[src/rtl/counter_pkg.sv]
// Shared definitions for the counter-sharing arbiter family.
//   - state encoding for the IDLE / COUNT / DONE sequencer
//   - default counter width used when a top does not override WIDTH
package counter_pkg;

  localparam logic [1:0] ST_IDLE  = 2'd0;
  localparam logic [1:0] ST_COUNT = 2'd1;
  localparam logic [1:0] ST_DONE  = 2'd2;

  localparam int DEFAULT_WIDTH = 4;

  typedef enum logic [1:0] {
    S_IDLE  = ST_IDLE,
    S_COUNT = ST_COUNT,
    S_DONE  = ST_DONE
  } state_e;

endpackage

[src/rtl/counter_share_arbiter_rr_pick.sv]
// rr_pick: combinational round-robin priority picker.
// Searches req_i upward starting at pointer_i+1, wrapping modulo NREQ, and
// returns the first set bit. The requester at pointer_i itself is checked last.
//   req_i      NREQ    request vector
//   pointer_i  IW      last-served index
//   onehot_o   NREQ    one-hot winner (zero when no request)
//   idx_o      IW      winner index (zero when no request)
//   valid_o    1       at least one request present
module rr_pick #(
  parameter int NREQ = 4,
  parameter int IW   = $clog2(NREQ)
) (
  input  logic [NREQ-1:0] req_i,
  input  logic [IW-1:0]   pointer_i,
  output logic [NREQ-1:0] onehot_o,
  output logic [IW-1:0]   idx_o,
  output logic            valid_o
);

  logic [IW-1:0] cand;

  always_comb begin
    // NOTE: every output gets a default before the search so no path leaves
    // a value unassigned, which would otherwise infer a latch.
    onehot_o = '0;
    idx_o    = '0;
    valid_o  = 1'b0;
    cand     = '0;
    for (int k = 1; k <= NREQ; k++) begin
      cand = IW'((int'(pointer_i) + k) % NREQ);
      if (!valid_o && req_i[cand]) begin
        valid_o        = 1'b1;
        idx_o          = cand;
        onehot_o[cand] = 1'b1;
      end
    end
  end

endmodule

[src/rtl/counter_share_arbiter.sv]
// counter_share_arbiter: shares one WIDTH-bit up-counter between NREQ
// requesters. A round-robin winner is granted, its length is latched, the
// counter runs 0..target, and a one-cycle done pulse goes back to the winner.
//   clk   system clock
//   rst   asynchronous active-low reset
//   req   per-requester level request, held until done or cancel
//   len   packed lengths, slice i = len[i*WIDTH +: WIDTH], sampled at grant
//   gnt   one-hot grant while the interval is counting
//   busy  high in COUNT and DONE
//   cnt   shared counter value
//   done  one-cycle one-hot completion pulse
// All outputs are registered.
module counter_share_arbiter
  import counter_pkg::*;
#(
  parameter int NREQ  = 4,
  parameter int WIDTH = DEFAULT_WIDTH
) (
  input  logic                  clk,
  input  logic                  rst,
  input  logic [NREQ-1:0]       req,
  input  logic [NREQ*WIDTH-1:0] len,
  output logic [NREQ-1:0]       gnt,
  output logic                  busy,
  output logic [WIDTH-1:0]      cnt,
  output logic [NREQ-1:0]       done
);

  localparam int IW = $clog2(NREQ);

  state_e             state_q;
  logic [IW-1:0]      ptr_q;
  logic [IW-1:0]      win_q;
  logic [WIDTH-1:0]   target_q;
  logic [WIDTH-1:0]   cnt_q;
  logic [NREQ-1:0]    gnt_q;
  logic [NREQ-1:0]    done_q;
  logic               busy_q;

  logic [NREQ-1:0]    pick_onehot;
  logic [IW-1:0]      pick_idx;
  logic               pick_valid;
  logic [WIDTH-1:0]   len_arr [NREQ];

  for (genvar i = 0; i < NREQ; i++) begin : g_len
    assign len_arr[i] = len[i*WIDTH +: WIDTH];
  end

  rr_pick #(
    .NREQ (NREQ),
    .IW   (IW)
  ) u_rr_pick (
    .req_i     (req),
    .pointer_i (ptr_q),
    .onehot_o  (pick_onehot),
    .idx_o     (pick_idx),
    .valid_o   (pick_valid)
  );

  // Pointer resets to NREQ-1 so requester 0 wins the first arbitration.
  // NOTE: sequential state uses non-blocking assignments only, so every
  // register samples the pre-edge values of the others.
  always_ff @(posedge clk or negedge rst) begin
    // NOTE: every register here is small control state and is reset; there
    // is no storage array that could be left unreset.
    if (!rst) begin
      state_q  <= S_IDLE;
      ptr_q    <= IW'(NREQ - 1);
      win_q    <= '0;
      target_q <= '0;
      cnt_q    <= '0;
      gnt_q    <= '0;
      done_q   <= '0;
      busy_q   <= 1'b0;
    end else begin
      case (state_q)
        S_IDLE: begin
          done_q <= '0;
          cnt_q  <= '0;
          if (pick_valid) begin
            state_q  <= S_COUNT;
            gnt_q    <= pick_onehot;
            win_q    <= pick_idx;
            target_q <= len_arr[pick_idx];
            busy_q   <= 1'b1;
          end else begin
            gnt_q  <= '0;
            busy_q <= 1'b0;
          end
        end

        S_COUNT: begin
          // Cancel is checked first so it wins over a same-cycle completion.
          if (!req[win_q]) begin
            state_q <= S_IDLE;
            gnt_q   <= '0;
            cnt_q   <= '0;
            busy_q  <= 1'b0;
            ptr_q   <= win_q;
          end else if (cnt_q == target_q) begin
            state_q <= S_DONE;
            done_q  <= gnt_q;
            gnt_q   <= '0;
          end else begin
            cnt_q <= cnt_q + 1'b1;
          end
        end

        S_DONE: begin
          state_q <= S_IDLE;
          done_q  <= '0;
          cnt_q   <= '0;
          busy_q  <= 1'b0;
          ptr_q   <= win_q;
        end

        default: begin
          state_q <= S_IDLE;
          gnt_q   <= '0;
          done_q  <= '0;
          cnt_q   <= '0;
          busy_q  <= 1'b0;
        end
      endcase
    end
  end

  assign gnt  = gnt_q;
  assign done = done_q;
  assign busy = busy_q;
  assign cnt  = cnt_q;

endmodule

[config.mk]
export PLATFORM = sky130hd
export DESIGN_NAME = counter_share_arbiter
export DESIGN_NICKNAME = d
export VERILOG_FILES = /design/src/rtl/counter_pkg.sv /design/src/rtl/counter_share_arbiter_rr_pick.sv /design/src/rtl/counter_share_arbiter.sv
export SDC_FILE = /design/constraint.sdc
export NUM_CORES = 1
export LEC_CHECK = 0
export BUFFER_PORTS_ARGS = -buffer_cell sky130_fd_sc_hd__buf_2
export CORE_MARGIN = 4
export CORE_UTILIZATION = 30
export CTS_CLUSTER_SIZE = 14
export DETAILED_ROUTE_END_ITERATION = 12
export PLACE_DENSITY = 0.58
export SLEW_MARGIN = 30
export SYNTH_ARGS = -nofsm -noshare
export SYNTH_HDL_FRONTEND = slang
export SYNTH_SLANG_ARGS = --single-unit
[constraint.sdc]
create_clock -name clk -period 7.57 [get_ports clk]
set_input_delay 1.514 -clock clk [delete_from_list [all_inputs] [get_ports clk]]
set_output_delay 1.514 -clock clk [all_outputs]
set_load 0.05 [all_outputs]
### After elaboration in Yosys (flattened, before gate mapping)

Cells that the tools add are included.

* $add $sub $neg: 5
* $lt $le $gt $ge: 10
* equality and inequality tests: 9
* mux-type cells: 52
* bitwise logic cells: 5
* reduce and logical (&&, ||, !) cells: 17

Operators by type and width (count)
* $mux W4: 15
* $mux W2: 8
* $lt A2 B3 Y1 const B: 5
* $mux W1: 15
* $or A4 B4 Y4: 3
* $pmux W4 S3: 1
* $bmux W1 S2: 5
* $reduce_and A2 Y1: 5
* $bmux W4 S2: 1
* $demux W1 S2: 4
* $ge A2 B1 Y1 const B: 4
* $ne A2 B2 Y1 const B: 4
* $pmux W2 S2: 2
* $logic_and A1 B1 Y1: 7
* $ne A3 B3 Y1 const B: 2
* $add A2 B1 Y2 const B: 2
* $add A2 B2 Y2 const B: 2
* $add A4 B1 Y4 const B: 1
* $eq A4 B4 Y1: 1
* $ge A3 B3 Y1 const B: 1
* $logic_not A1 Y1: 3
* $not A2 Y3: 1
* $eq A2 B1 Y1 const B: 1
* $eq A2 B2 Y1 const B: 1
* other kinds (4): 4

* flip-flop bits (word level): 23
* input bits: 22
* output and inout bits: 13
* word-level logic and storage cells: 106

### Logic depth before layout (Yosys ltp)

Gate-level depths: netlist of the first run.

* depth in word-level cells: 17
* gate-level depth with buffers: 11
* depth with buffers taken out: 8

### Modules after synthesis

A second synthesis of the first run with hierarchy kept.

* cells, all modules: 166
* area, all modules: 1717.9 um2

By module, submodules not included
* counter_share_arbiter: times used 1, cells an instance 98, area each 1192.4 um2, seq. area each 578.1 um2
* rr_pick: times used 1, cells an instance 68, area each 525.5 um2, seq. area each 0.0 um2

### Least setup slack after synthesis of the first run

No wires, ideal clock.

* kind: input to register
* start: input req[1]
* end: register target_q[3]
* library setup time: 0.129 ns
* data arrival time: 3.277 ns
* data required time: 7.441 ns
* setup slack: 4.165 ns
* stages: 9
* path buffers: 3
* path through: buf_2 mux4_2 buf_4 nor2b_2 buf_6 o21ai_0 a21oi_4 mux2i_1 o211ai_2

* longest elaborated chain between the ends: 16
* elaborated cells on any way between the ends: 27

RTL lines
* start: declaration: line counter_share_arbiter.sv:21 `input logic [NREQ-1:0] req,`
* $bmux W1 S2: line counter_share_arbiter_rr_pick.sv:31 `if (!valid_o && req_i[cand]) begin`
* $mux W1 (not written as such): line counter_share_arbiter_rr_pick.sv:31
* $mux W1: line counter_share_arbiter_rr_pick.sv:31
* $logic_not A1 Y1: line counter_share_arbiter_rr_pick.sv:31
* $logic_and A1 B1 Y1: line counter_share_arbiter_rr_pick.sv:31
* $mux W1: line counter_share_arbiter_rr_pick.sv:31
* $logic_not A1 Y1: line counter_share_arbiter_rr_pick.sv:31
* $logic_and A1 B1 Y1: line counter_share_arbiter_rr_pick.sv:31
* $mux W1: line counter_share_arbiter_rr_pick.sv:31
* $logic_not A1 Y1: line counter_share_arbiter_rr_pick.sv:31
* $logic_and A1 B1 Y1: line counter_share_arbiter_rr_pick.sv:31
* $mux W2: line counter_share_arbiter_rr_pick.sv:31
* $not A2 Y3 (not written as such): line counter_share_arbiter.sv:84 `target_q <= len_arr[pick_idx];`
* $bmux W4 S2: line counter_share_arbiter.sv:84
* $mux W4 (not written as such) (2 in a row): line counter_share_arbiter.sv:84
* end signal: assignment: line counter_share_arbiter.sv:84
* end: declaration: line counter_share_arbiter.sv:34 `logic [WIDTH-1:0] target_q;`

Several ways; a longest one is shown, not always the timed one. The select of a mux whose other input is x is not followed.
A chain may end at the register's enable or synchronous reset.

### Final worst setup path of the first run

* start: register ptr_q[0]
* end: register target_q[3]

* longest elaborated chain between the ends: 17
* elaborated cells on any way between the ends: 31

RTL lines
* start: declaration: line counter_share_arbiter.sv:32 `logic [IW-1:0] ptr_q;`
* start signal: assignment: line counter_share_arbiter.sv:68 `ptr_q <= IW'(NREQ - 1);`
* start signal: assignment: line counter_share_arbiter.sv:99 `ptr_q <= win_q;`
* start signal: assignment: line counter_share_arbiter.sv:114 `ptr_q <= win_q;`
* $add A2 B1 Y2: line counter_share_arbiter_rr_pick.sv:30 `cand = IW'((int'(pointer_i) + k) % NREQ);`
* $bmux W1 S2: line counter_share_arbiter_rr_pick.sv:31
* $mux W1 (not written as such): line counter_share_arbiter_rr_pick.sv:31
* $mux W1: line counter_share_arbiter_rr_pick.sv:31
* $logic_not A1 Y1: line counter_share_arbiter_rr_pick.sv:31
* $logic_and A1 B1 Y1: line counter_share_arbiter_rr_pick.sv:31
* $mux W1: line counter_share_arbiter_rr_pick.sv:31
* $logic_not A1 Y1: line counter_share_arbiter_rr_pick.sv:31
* $logic_and A1 B1 Y1: line counter_share_arbiter_rr_pick.sv:31
* $mux W1: line counter_share_arbiter_rr_pick.sv:31
* $logic_not A1 Y1: line counter_share_arbiter_rr_pick.sv:31
* $logic_and A1 B1 Y1: line counter_share_arbiter_rr_pick.sv:31
* $mux W2: line counter_share_arbiter_rr_pick.sv:31
* $not A2 Y3 (not written as such): line counter_share_arbiter.sv:84
* $bmux W4 S2: line counter_share_arbiter.sv:84
* $mux W4 (not written as such) (2 in a row): line counter_share_arbiter.sv:84

Several ways; a longest one is shown, not always the timed one. The select of a mux whose other input is x is not followed.

==> results of run 1 <==
cell type report:
class                      instances  area share [%]
clock buffer                       4           2.242
inverter                           7           1.308
multi-input combinational        141           54.73
sequential                        23           28.77
tap                               72           4.483
timing repair buffer              34           8.468
per-layer routing:
layer,vias to the layer above,part of all wire (%)
met2,40,45
met1,715,49
met3,4,4.8
met4,0,1.1
met5,-,0
li1,726,-
final timing paths:
check | end | slack (ps) | startpoint | cells past startpoint
min in group asynchronous | state_q[0] | 1220 | rst | 1
setup reg to reg | target_q[3] | 3820 | ptr_q[0] | 8
setup / recovery | target_q[3] | 3820 | ptr_q[0] | 8
max in group asynchronous | ptr_q[0] | 5990 | rst | 1
hold reg to reg | target_q[2] | 510 | target_q[2] | 2
hold / removal | target_q[2] | 510 | target_q[2] | 2
state kept, by name, indices dropped and copies added, names as in the netlist:
name and cells:
busy 1, cnt 4, done 4, gnt 4, ptr_q 2, state_q 2
target_q 4, win_q 2
power groups by stage:
stage / Combinational, mW / Clock [mW] / Sequential [mW]
after floorplan: 0.478 / 0 / 0.249
after global placement: 0.604 / 0 / 0.233
after detailed placement: 0.611 / 0 / 0.231
after CTS: 0.615 / 0.0780 / 0.229
after global routing: 0.683 / 0.0826 / 0.237
final: 0.612 / 0.0762 / 0.228
per-stage QoR:
step / hold slack (ps) / area [um^2] / power, mW / util, % / setup WS (ps)
2_1_floorplan: 469.4 / 1755 / 0.7270 / - / 4165
3_3_place_gp: 493.3 / 1953 / 0.8368 / 35.04 / 3664
3_5_place_dp: 496.9 / 1964 / 0.8423 / 35.24 / 3773
4_1_cts: 515.6 / 2009 / 0.9219 / 36.05 / 3822
5_1_grt: 545.4 / 2009 / 1.002 / 36.05 / 3591
6_report: 507.6 / 2009 / 0.9167 / 36.05 / 3822
synthesized netlist by cell type, types with 2 or more instances:
library cell | n | area (um^2)
sky130_fd_sc_hd__nand4_1 | 3 | 18.77
sky130_fd_sc_hd__nand2_1 | 20 | 75.07
sky130_fd_sc_hd__nand2b_1 | 7 | 43.79
sky130_fd_sc_hd__mux4_2 | 5 | 112.6
sky130_fd_sc_hd__a21oi_1 | 4 | 20.02
sky130_fd_sc_hd__a221oi_1 | 6 | 52.55
sky130_fd_sc_hd__a21boi_0 | 3 | 22.52
sky130_fd_sc_hd__o31a_1 | 3 | 26.28
sky130_fd_sc_hd__nor3_1 | 4 | 20.02
sky130_fd_sc_hd__nor2b_1 | 3 | 18.77
sky130_fd_sc_hd__ha_1 | 9 | 112.6
sky130_fd_sc_hd__buf_6 | 3 | 33.78
sky130_fd_sc_hd__o31ai_1 | 2 | 15.01
sky130_fd_sc_hd__o22ai_1 | 2 | 12.51
sky130_fd_sc_hd__buf_2 | 2 | 10.01
sky130_fd_sc_hd__a211oi_1 | 4 | 30.03
sky130_fd_sc_hd__inv_1 | 6 | 22.52
sky130_fd_sc_hd__nor2_1 | 16 | 60.06
sky130_fd_sc_hd__clkbuf_1 | 3 | 11.26
sky130_fd_sc_hd__mux2i_1 | 6 | 60.06
sky130_fd_sc_hd__dfstp_2 | 2 | 52.55
sky130_fd_sc_hd__mux2_2 | 2 | 22.52
sky130_fd_sc_hd__o21ai_0 | 11 | 55.05
sky130_fd_sc_hd__xnor2_1 | 6 | 52.55
sky130_fd_sc_hd__a22oi_1 | 4 | 30.03
sky130_fd_sc_hd__dfrtp_1 | 21 | 525.5
sky130_fd_sc_hd__xor2_1 | 2 | 17.52
cells by family after synthesis:
| group | count (synthesis) |
|---|---|
| compound gates | 50 |
| mux | 13 |
| buf+inv | 16 |
| fa+ha+maj | 9 |
| flops | 23 |
| xor+xnor | 8 |
| simple gates | 61 |
critical path, delay by kind of cell (launching register included):
kind / cells / cell delay, ps
muxes: 2 / 930
DFF: 1 / 830
adders and majority gates: 1 / 560
and+or+nand+nor: 2 / 550
AOI/OAI and AO/OA: 2 / 440
buffers and inverters: 1 / 310
==> summary by stage, run 1 <==
GRT
The number of global-route vias before repair is between 1,000 and 1,500. The initial antenna violation count was 0. Entering global routing, the biggest net connects 24 pins.

In the global route stage, met1 resource usage came out at 16.79%. The met3 track demand over resource in global routing is less than 1%. The sum of overflow across all layers after global routing is 0.

The first global-routing pass estimated 6955 um of wire. The aggregate global-route resource usage is 11.64%. The global routing's busiest layer is met2. The met2 track utilization from global routing is between 10% and 20%.

Timing
The part of the cycle the worst path needs is about half. Setup repair after global routing left no endpoint under its margin. The fmax is between 200 and 300 MHz. The smallest clock period supported by the final layout is computed as between 3000 and 4000 ps. The count of pins over their slew limit is 0.

The hold violation count in the final report is 0. The final setup TNS is 0 ps. On the final layout, the worst clock skew is between 5 and 6 ps. The number of failing setup endpoints in the final timing report is 0. The relative max-transition margin is 48.65%. The worst-margin pin slew is 767.7 ps.

Routing
The count of nets left with antenna violations after detail routing is 0. The detailed router placed roughly 1,500 vias in this run. For this block, the routed nets add up to between 4000 and 5000 um of wire. The number of search-and-repair iterations in the first detailed-routing pass is 4.

After detailed routing, the number of vias per cell comes to 5.285. The DRC violation total after the first TritonRoute iteration is 86. After detailed routing, the average wire length per cell comes to between 10 and 15 um.

The final routed DRC violation total is 0.

Synth
The mapped cell area is 1755 um^2. For this run, asynchronously set or reset flops after synthesis account for 100.0%. The multiplexer share of the synthesized area is roughly 11%.

The count of distinct cell types in the synthesized netlist is 48. The synthesized instance count is 180. The sequential cell area fraction in the yosys report is 32.93%. Counting flops with a built-in enable in the synthesized netlist gives 0. During synthesis, Yosys emitted a total of 0 warnings. The synthesized netlist net count is around 210.

Summing the areas of all compound-gate instances in the mapped netlist gives 22.45% of the synthesized area. Dividing the synthesized area by the synthesized cell count gives between 9 and 10 um^2. The post-synthesis share of cell area spent on xor and xnor gates is 3.991%.

The post-synthesis adder-cell area fraction is 6.415%. Counting flops and latches in the post-synthesis netlist gives 23. The synthesized netlist devotes about 18% of its cell area to simple gates. The combinational family with the most area after synthesis is compound AO/OA/AOI/OAI gates. The predominant post-synthesis flop cell is sky130_fd_sc_hd__dfrtp_1.

Critical path
STA classifies the critical path endpoint as a register. Along the worst path, the maximum fanout reaches 23. The kind of critical path is reg -> reg. For this run, the slowest stage of the critical path takes between 800 and 900 ps. The critical path goes through inv_1, ha_1, mux4_2, nor4b_4, nor4_2, a21oi_4, mux2i_1, o211ai_2. The slowest stage of the critical path belongs to the cell sky130_fd_sc_hd__dfstp_2. STA puts the critical path data arrival time at slightly below 4000 ps. The startpoint type of the worst setup path is a register. The required time reported for the critical path endpoint is slightly below 8000 ps.

Power
In this run, flip-flops and latches consume between 20% and 30% of the power. Power spread over the standard cell area amounts to roughly 460 nW/um^2. The internal power of the cells totals 444.5 uW.

The share of total power consumed by net switching is around half. The combinational cell fraction of total power is roughly two thirds. The analysis attributes to net switching a power of between 400 and 500 uW. The leakage dissipation is around 0.9 nW. The clock network power share is about 8.3%. The largest voltage drop on the vdd net is roughly 180 uV.

Floorplan
The area inside the core boundary is 5574 um^2. The die footprint is 7139 um^2. In this run the vertical extent of the chip is around 84 um. The initial core utilization is about a third. The horizontal die dimension is ~84 um.

Pin placement for this block handled 35 I/O pins. The number of standard-cell rows in the floorplan is 27.

Placed design
The congestion estimate from routability-driven global placement came to between 0.7 and 0.8. The number of placed instances, taps included, is between 200 and 300. The port buffer count is 34. The total half-perimeter wirelength after legalization and detailed placement is 3101 um.

Clock network
Gates resized during post-CTS repair numbered 0. The clock input transition at the sequential cells of the worst setup and hold paths is around 80 ps. The cell sitting at the root of the clock tree is a sky130_fd_sc_hd__clkbuf_8. CTS built an H-tree with a depth of 1. The total CTS buffers is 3. The hold buffer count at cts is 0. TritonCTS built the clock tree.

Buffers added to address setup during post-CTS repair amount to 0. The clock net in this run drives a total of 23 sinks. The number of buffers on the longest clock path is 2. Clock latency on the worst-skew pair, taken at its later pin, is about 260 ps.

Cells and area
The layout filler cell count is about 570. The number of antenna diodes in the final layout is 0. The library cells used most frequently in the layout, excluding fill and tap cells, are 34 x sky130_fd_sc_hd__buf_2, 21 x sky130_fd_sc_hd__dfrtp_1, 20 x sky130_fd_sc_hd__nand2_1. The post-route non-filler standard cell count is ~280. The combined area of the multi-input logic cells is around 1100 um^2.

From synthesis to final layout, the design area changed by 14.47%. The most common cell after layout, fill and taps aside is sky130_fd_sc_hd__buf_2. Cells with a size suffix above 1 make up a little over a quarter of the layout. For this run, the post-layout net count is ~240.

The sequential cells in the finished layout cover a total of 578.1 um^2.

Min path
The worst hold path belongs to the class reg -> reg.

Status
The flow ran to the end, and the final reports show no timing, DRC or antenna violations.

Job
Across the run, the number of max-cap violations was 0.
No activity file was read; power rests on OpenSTA's default activity.
==> run 2: changes to the inputs <==
PLACE_DENSITY = 0.59   (was 0.58)
clock period = 3.09 ns   (was 7.57 ns; I/O delays follow)
==> run 2 against run 1 <==
Clock skew is 5.4 ps higher; critical path depth stayed put; clock power is 140% higher; die area stayed put; non-clock buffer count is 10 higher; sequential cell count stayed put; first-iteration DRC count is 1.2% lower; design area is 3.7% higher; critical path type unchanged; highest routed layer unchanged.
==> summary by stage, run 2 (synthesized netlist as in run 1, its figures left out) <==
Clock network
Buffers inserted during clock tree synthesis total 3. The clock tree from TritonCTS is done. Counting every sink on the clock net gives 23. For the worst-skew pair, the clock arrives at the later sink with an insertion delay of 260 ps. In this run the number of H-tree levels came out at 1.

The root buffer cell is sky130_fd_sc_hd__clkbuf_8. The clock input transition at the sequential cells of the worst setup and hold paths is around 90 ps. The longest clock path from root to sink contains 2 buffers.

For this design, the CTS-stage hold fixing added 0 buffers.

Critical path
The worst register-to-register path has a setup slack of ~280 ps. The logic depth of the worst register-to-register path is 8. The worst endpoint data arrival time is roughly 3000 ps.

The startpoint type of the worst setup path is a register. Data on the critical path is required at its endpoint by ~3300 ps. The critical path capture point type is a register. The endpoint of the worst register-to-register path is target_q[1]. The kind of critical path is reg -> reg.

Of all nets on the critical path, the largest fanout is 6. The startpoint identified for the worst register-to-register timing path is ptr_q[1].

Timing
The hold violation count in the final report is 0. The fmax is 356.2 MHz. In the finished design, the share of the clock period the worst path needs comes to slightly above 90%. Setup violations remaining at the end of the flow were counted as 0. The final setup skew is around 11 ps. After layout, the minimum clock period comes to ~2800 ps. For the pin with the worst max-slew slack, the measured transition is around 600 ps.

The relative max-transition margin is between 50% and 60%. Setup repair after global routing left no endpoint under its margin. The final setup TNS is 0 ps. The count of pins over their slew limit is 0. Setup slack on the critical path of the routed design comes to ~280 ps.

Floorplan
The die is ~84 um wide. The initial core utilization is about a third. The area inside the core boundary is 5574 um^2. The floorplan step set the die height to between 80 and 90 um. During I/O placement, the number of pins put on the boundary was 35.

The floorplan step defined a die boundary enclosing between 7000 and 8000 um^2. The number of standard-cell rows in the floorplan is 27.

Min path
The min-delay analysis places its worst path in the category in -> async.

Routing
For this block, the routed nets add up to 4101 um of wire. The number of search-and-repair iterations in the first detailed-routing pass is 4. The detailed router finished its first iteration with 85 violations. Across all layers, the routed design uses ~1,500 vias.

Dividing the detail-routed wire length by the instance count gives ~14 um. The count of nets left with antenna violations after detail routing is 0. Dividing the detail-routed via count by the number of cells gives ~5.1.

After detailed routing, the number of remaining DRC violations is 0.

GRT
Summed over all layers, the global routing overflow is 0. Global routing used 11.80% of the available tracks across all layers. The initial antenna violation count is 0.

Entering global routing, the biggest net connects 24 pins. The number of global-route vias before repair is approximately 1,500. The first-pass GRT wire length is roughly 7200 um.

Cells and area
The number of nets in the layout is 252. The diode insertion count for antenna repair is 0. The layout filler cell count is slightly below 600. The combined area of the multi-input logic cells is approximately 1100 um^2. In the layout the commonest cells are 34 x sky130_fd_sc_hd__buf_2, 21 x sky130_fd_sc_hd__dfrtp_1, 20 x sky130_fd_sc_hd__nand2_1.

Across the whole layout, storage elements account for approximately 580 um^2. The most common cell after layout, fill and taps aside is sky130_fd_sc_hd__buf_2. The post-synthesis to final-layout area growth is 18.67%.

The proportion of layout cells with a drive suffix above 1 is between 30% and 40%.

Job
The number of maximum-capacitance violations is 0.

Status
The run finished with clean final reports.

Power
The leakage dissipation is about 0.95 nW. In this run the power density over the cells is approximately 1100 nW/um^2. The largest voltage drop on the vdd net is ~400 uV.

Placed design
The port buffer count is 34. The total half-perimeter wirelength after legalization and detailed placement is roughly 3100 um. The placer's final routability congestion estimate is between 0.7 and 0.8. Prior to clock tree synthesis, the placed netlist has a worst setup slack of approximately 80 ps.
run 2: how the worst max path moves through the flow:
stage | startpoint | endpoint | slack, ps | cells after the start
final | ptr_q[1] | target_q[1] | 280 | 8
after global routing | ptr_q[1] | target_q[1] | 140 | 8
after CTS | ptr_q[1] | target_q[3] | 70 | 8
after detailed placement | ptr_q[1] | target_q[3] | 80 | 8
after global placement | ptr_q[1] | target_q[0] | 190 | 8
after floorplan | ptr_q[0] | target_q[0] | 100 | 11
run 2: cell type report:
class / instances / area share (%)
tap: 72 / 4.324
timing repair buffer: 44 / 11.77
clock buffer: 3 / 1.982
clock inverter: 1 / 0.2402
inverter: 7 / 1.261
multi-input combinational: 142 / 52.67
sequential: 23 / 27.75
run 2: per-layer routing:
layer	share of wire, %	wire (um)	up-vias	GRT usage, %
li1	-	-	751	-
met1	50	2071	691	16.96
met2	43	1777	29	18.15
met3	4.5	186	6	1.963
met4	1.6	65	0	3.453
met5	0	0	-	0
run 2: timing repair:
item	4_1_cts	5_1_grt
buffers inserted	0	2
resized for setup	0	2
setup endpoints to repair	0	4
run 2: stage by stage:
| step | std cells | util [%] | total power, mW | hold WS (ps) | cell area, um^2 |
|---|---|---|---|---|---|
| after floorplan | 180 | - | 1.781 | 322.4 | 1755 |
| after global placement | 285 | 36.12 | 2.108 | 491.2 | 2013 |
| after detailed placement | 285 | 36.12 | 2.117 | 500.3 | 2013 |
| after CTS | 289 | 36.95 | 2.311 | 344.6 | 2059 |
| after global routing | 292 | 37.37 | 2.562 | 359.5 | 2083 |
| final | 292 | 37.37 | 2.347 | 320.4 | 2083 |
run 2: critical path: stages, from the launching register on:
cell                       delay, ps
sky130_fd_sc_hd__dfstp_2         560
sky130_fd_sc_hd__inv_1           120
sky130_fd_sc_hd__ha_1            380
sky130_fd_sc_hd__mux4_2          600
sky130_fd_sc_hd__nor2b_2         210
sky130_fd_sc_hd__o21ai_1         220
sky130_fd_sc_hd__a21oi_2         170
sky130_fd_sc_hd__a2111o_1        400
sky130_fd_sc_hd__nand3_1          90
run 2: where the power goes:
group          switching (mW)  internal, mW  total, mW
Sequential             0.0766         0.414      0.491
Combinational           0.992         0.678       1.67
Clock                  0.0961        0.0898      0.186
Total                    1.16          1.18       2.35
